`config.mk`:
```
export PLATFORM = sky130hd
export DESIGN_NAME = fifo_stream_reader
export DESIGN_NICKNAME = d
export VERILOG_FILES = /design/src/rtl/fifo_stream_reader.sv
export SDC_FILE = /design/constraint.sdc
export NUM_CORES = 1
export LEC_CHECK = 0
export ABC_AREA = 1
export CORE_UTILIZATION = 30
export CTS_BUF_LIST = sky130_fd_sc_hd__clkbuf_8 sky130_fd_sc_hd__clkbuf_16
export DETAILED_ROUTE_END_ITERATION = 10
export SYNTH_ARGS = -nofsm -noshare
export SYNTH_HDL_FRONTEND = slang
export SYNTH_SLANG_ARGS = --single-unit
export TNS_END_PERCENT = 5
```
`constraint.sdc`:
```
create_clock -name clk -period 2 [get_ports clk]
set_input_delay 0.6 -clock clk [delete_from_list [all_inputs] [get_ports clk]]
set_output_delay 0.6 -clock clk [all_outputs]
set_load 0.03 [all_outputs]
```
`src/rtl/fifo_stream_reader.sv`:
```
// Read-side drain engine: issues FIFO reads against a 3-entry credit window and
// presents the returned words as a valid/ready stream at full throughput.
module fifo_stream_reader #(
    parameter int unsigned DATA_WIDTH = 8,
    parameter int unsigned CNT_WIDTH  = 16
) (
    input  logic                  clk,
    input  logic                  reset,
    input  logic                  enable,
    input  logic                  fifo_empty,
    input  logic [DATA_WIDTH-1:0] fifo_dout,
    output logic                  fifo_rd_en,
    output logic                  m_valid,
    input  logic                  m_ready,
    output logic [DATA_WIDTH-1:0] m_data,
    output logic [CNT_WIDTH-1:0]  rd_count
);

    logic [DATA_WIDTH-1:0] buf_q [0:2];
    logic [1:0]            wptr_q;
    logic [1:0]            rptr_q;
    logic [1:0]            occ_q;
    logic [1:0]            occ_d;
    logic                  inflight_q;
    logic [CNT_WIDTH-1:0]  rd_count_q;
    logic                  has_credit;
    logic                  capture;
    logic                  pop;

    function automatic logic [1:0] ptr_inc(input logic [1:0] p);
        return (p == 2'd2) ? 2'd0 : p + 2'd1;
    endfunction

    // A read in flight already owns a buffer slot, so it counts against the credit.
    assign has_credit = ({1'b0, occ_q} + {2'b00, inflight_q}) < 3'd3;
    assign fifo_rd_en = enable && !fifo_empty && has_credit && !reset;

    assign capture  = inflight_q;
    assign m_valid  = (occ_q != 2'd0);
    assign m_data   = buf_q[rptr_q];
    assign pop      = m_valid && m_ready;
    assign rd_count = rd_count_q;

    always_comb begin
        occ_d = occ_q;
        unique case ({capture, pop})
            2'b10:   occ_d = occ_q + 2'd1;
            2'b01:   occ_d = occ_q - 2'd1;
            default: occ_d = occ_q;
        endcase
    end

    always_ff @(posedge clk) begin
        if (reset) begin
            for (int i = 0; i < 3; i++) begin
                buf_q[i] <= '0;
            end
            wptr_q     <= 2'd0;
            rptr_q     <= 2'd0;
            occ_q      <= 2'd0;
            inflight_q <= 1'b0;
            rd_count_q <= '0;
        end else begin
            inflight_q <= fifo_rd_en;
            occ_q      <= occ_d;
            if (capture) begin
                buf_q[wptr_q] <= fifo_dout;
                wptr_q        <= ptr_inc(wptr_q);
            end
            if (pop) begin
                rptr_q     <= ptr_inc(rptr_q);
                rd_count_q <= rd_count_q + CNT_WIDTH'(1);
            end
        end
    end

endmodule

```
==> results by group, run 1 <==
Power and ir drop
  • Sw Pwr: 0.7323 mW
  • Switching Fraction: about a quarter
  • PD cells: 811.9 nW/µm²
  • Power share of the combinational group: between 10% and 20%
  • Sequential power share: ~48%
  • Int Pwr: 2.008 mW
  • Maximum vdd drop: around 0.36 mV
  • Clock power frac: between 30% and 40%
  • Leak: between 1 and 1.5 nW
  • Post-layout power: approximately 2.7 mW

Timing
  • Setup TNS: -0.1464 ns
  • Final max-slew violation count: 0
  • Fmax: ~470 MHz
  • Finish-stage setup viols: 1
  • Final hold viol count: 0
  • Final worst setup slack: -0.1464 ns
  • Clock Skew: around 0.0078 ns
  • Max_slew headroom: between 70% and 80%
  • Slew at the pin closest to its max-slew limit: about 0.4 ns
  • Fin crit period: between 2 and 2.5 ns
  • RSZ-0062 raised after global routing: yes
  • Final Cycle Share: 107.3%
  • Final Hold Slack: 0.4780 ns

GRT
  • Total track usage: 13.52%
  • Pin count of the biggest net entering global routing: 22
  • First-pass GRT wire length: approximately 9000 µm
  • Initial antenna violation count: 0
  • Number of global-route vias before repair: between 2000 and 2500
  • Final global-route overflow total: 0

CTS
  • CTS root buffer: clkbuf_8
  • Reg clk slew, reported paths: 0.06 ns
  • Number of CTS-inserted buffers: 9
  • TritonCTS clock tree: built
  • Clk Latency, worst-skew pair: 0.34 ns
  • Clk sinks: between 50 and 60
  • CTS H-tree depth: 3
  • Clk buf depth: 2
  • Number of hold buffers added after cts: 0

Logic synthesis
  • Ys async rst share: 0%
  • Adder-cell share of the synthesized area: just under 2%
  • Simple-Gate Fraction of Synth Area: between 20 and 25%
  • Syn_nets: ~280
  • Distinct cell type count of the synthesized netlist: 31
  • Top-count cell post-synth: nor2_1
  • Largest area contributor in the netlist: edfxtp_1
  • YS warnings: 0
  • Synth top area share: around two fifths
  • Top FF cell, synth: edfxtp_1
  • Proportion of synthesized area in mux cells: 0%
  • Count of flip-flops with a built-in enable after synthesis: 32
  • Post-synthesis cell area: ~2500 µm²
  • Avg Cell Area, Syn: ~9.5 µm²
  • Top cells by count, synth: 59 x nor2_1, 34 x nand2_1, 32 x edfxtp_1, 25 x dfxtp_1, 25 x inv_1
  • Main combinational cell family by area after synthesis: simple AND/OR/NAND/NOR gates
  • Sequential area share after synthesis: 57.82%
  • Synth top area cells: edfxtp_1 38%, dfxtp_1 20%, nor2_1 8.8%
  • Synth Area in Compound Gates: approximately an eighth
  • Synth Instances: ~270
  • Yosys reg bits: 57
  • XOR/XNOR Fraction of Synth Area: less than 1%

Placement
  • Placed cell area: roughly 3200 µm²
  • Dpl hpwl: 3765 µm
  • IO buf count: 38
  • GPL Wtd Cong: about 0.74

Setup path
  • Max incr delay on CP: roughly 0.35 ns
  • Worst-path cell chain: ha_4 > ha_4 > a2111oi_4 > buf_4
  • Worst path slowest cell: dfxtp_4
  • Worst setup SP type: flop
  • CP top delay family: adder cells
  • Setup CP Type: reg -> out
  • CP bufs+invs: 1
  • Crit path DAT: 1.55 ns
  • Worst Path Required: roughly 1.4 ns
  • CP max FO: 3
  • Worst setup EP type: output port
  • Most frequent CP cell: ha_4

Cells and area
  • Layout area overhead: 33.56%
  • ANT cells: 0
  • Post-layout util: between 40% and 50%
  • Fin nets: 345
  • Ratio of cells with drive above 1 in the final layout: 19.52%
  • Finished Cell Area: about 3400 µm²

Floorplan
  • Die Span X: 93.79 µm
  • Ports: 39
  • Die area: around 9000 µm²
  • Row cnt: 33
  • Core ar.: around 8000 µm²
  • Die height: 93.79 µm
  • Starting density of the core: a little under a third

Drt
  • DR pass1 iterations: 4
  • Via density: around 4.6
  • # DRC: 0
  • Post-Route WL: between 5000 and 6000 µm
  • Post-DRT Antenna Nets: 0
  • Detailed-route via count: about 2000
  • Iter 0 DRT Violations: 80
  • Post-DR wirelength/cell: 12.28 µm

Run status
  • Outcome: finished, violations left
  • Failing checks: setup timing

Job
  • Max_cap viols: 0

Hold path
  • Worst Hold Class: reg -> reg
==> kinds of logic (layout without fill, tap and decap cells) <==
family          count (synthesis)  after routing
simple gates                  117            117
flops                          57             57
compound gates                 55             55
buf+inv                        33             99
fa+ha+maj                       4              4
xor+xnor                        1              1
==> placed cells by master (no fill, tap or decap), types with 3 or more instances in the layout <==
cell type and count:
clkdlybuf4s50_1 11, inv_2 4, o22ai_1 8, buf_12 3, o21ai_1 7, clkbuf_8 9, inv_1 24, dfxtp_1 22
nand3_1 7, o21ai_0 19, nor2_2 3, nor2_1 59, buf_4 22, dlygate4sd2_1 16, edfxtp_1 32, nor2_4 5
nand2_1 33, a21oi_1 13
==> state kept, by name, summed over array words and instances (netlist names), named ones only <==
| register | count |
|---|---|
| rptr_q | 2 |
| capture | 1 |
| occ_q | 2 |
| buf_q | 32 |
| wptr_q | 2 |
| rd_count | 16 |
==> metal layers <==
metal  up-vias  share of wire (%)  track usage (%)
li1       1037                  -                -
met1       925                 44            14.55
met2        40                 50            24.09
met3         2                5.0            5.906
met4         0               0.37            3.462
met5         -                  0                0
==> repair_timing <==
item / in CTS / in global routing
resized for setup: 28 / 7
endpoints found under the hold margin: 0 / 0
buffers inserted: 0 / 1
endpoints found under the setup margin: 24 / 10
cloned: 0 / 0
==> path summary, 6_finish.rpt <==
check / start / to / slack [ns] / cells after the start
setup / recovery: capture / fifo_rd_en / -0.15 / 4
hold / removal: capture / wptr_q[0] / 0.48 / 1
hold reg to reg: capture / wptr_q[0] / 0.48 / 1
setup reg to reg: occ_q[0] / occ_q[1] / 0.50 / 8
==> per-stage QoR <==
stage | std cells | worst slack, ns
2_1_floorplan | 267 | 0.03848
3_3_place_gp | 421 | -0.1733
3_5_place_dp | 421 | -0.1950
4_1_cts | 437 | -0.1667
5_1_grt | 438 | -0.2180
6_report | 438 | -0.1464
==> power groups by stage <==
stage / sequential, mW / combinational (mW) / clock (mW)
floorplan: 1.33 / 0.236 / 0
global placement: 1.33 / 0.414 / 0
detailed placement: 1.33 / 0.421 / 0
CTS: 1.31 / 0.424 / 1.05
global route: 1.31 / 0.462 / 1.09
finish: 1.30 / 0.422 / 1.01
==> worst reg2reg max path: stages (launching register included) <==
cell and delay, ns:
dfxtp_2 0.34, buf_4 0.14, nor2_2 0.14, nor2_4 0.05, ha_1 0.29, a21oi_1 0.12, o21ai_0 0.11, o21ai_0 0.15
a21oi_1 0.05
==> layout make-up <==
cell class                 count  area, µm²
clock buffer                   9      123.9
sequential                    57       1468
timing repair buffer          55      509.2
clock inverter                 7      62.56
tap                          105      131.4
fill                         826       4800
multi-input combinational    177      975.9
inverter                      28      105.1
Note: power is estimated with default switching activity, not from simulation.
==> run 2: changes to the inputs <==
ABC_CLOCK_PERIOD_IN_PS = 2000   (was not set)
==> results of run 2 <==
Final layout, timing and power as in run 1 (identical DEF).
==> run 3: changes to the inputs <==
CTS_CLUSTER_SIZE = 25   (was not set)
==> results of run 3 <==
Final layout, timing and power as in run 1 (identical DEF).
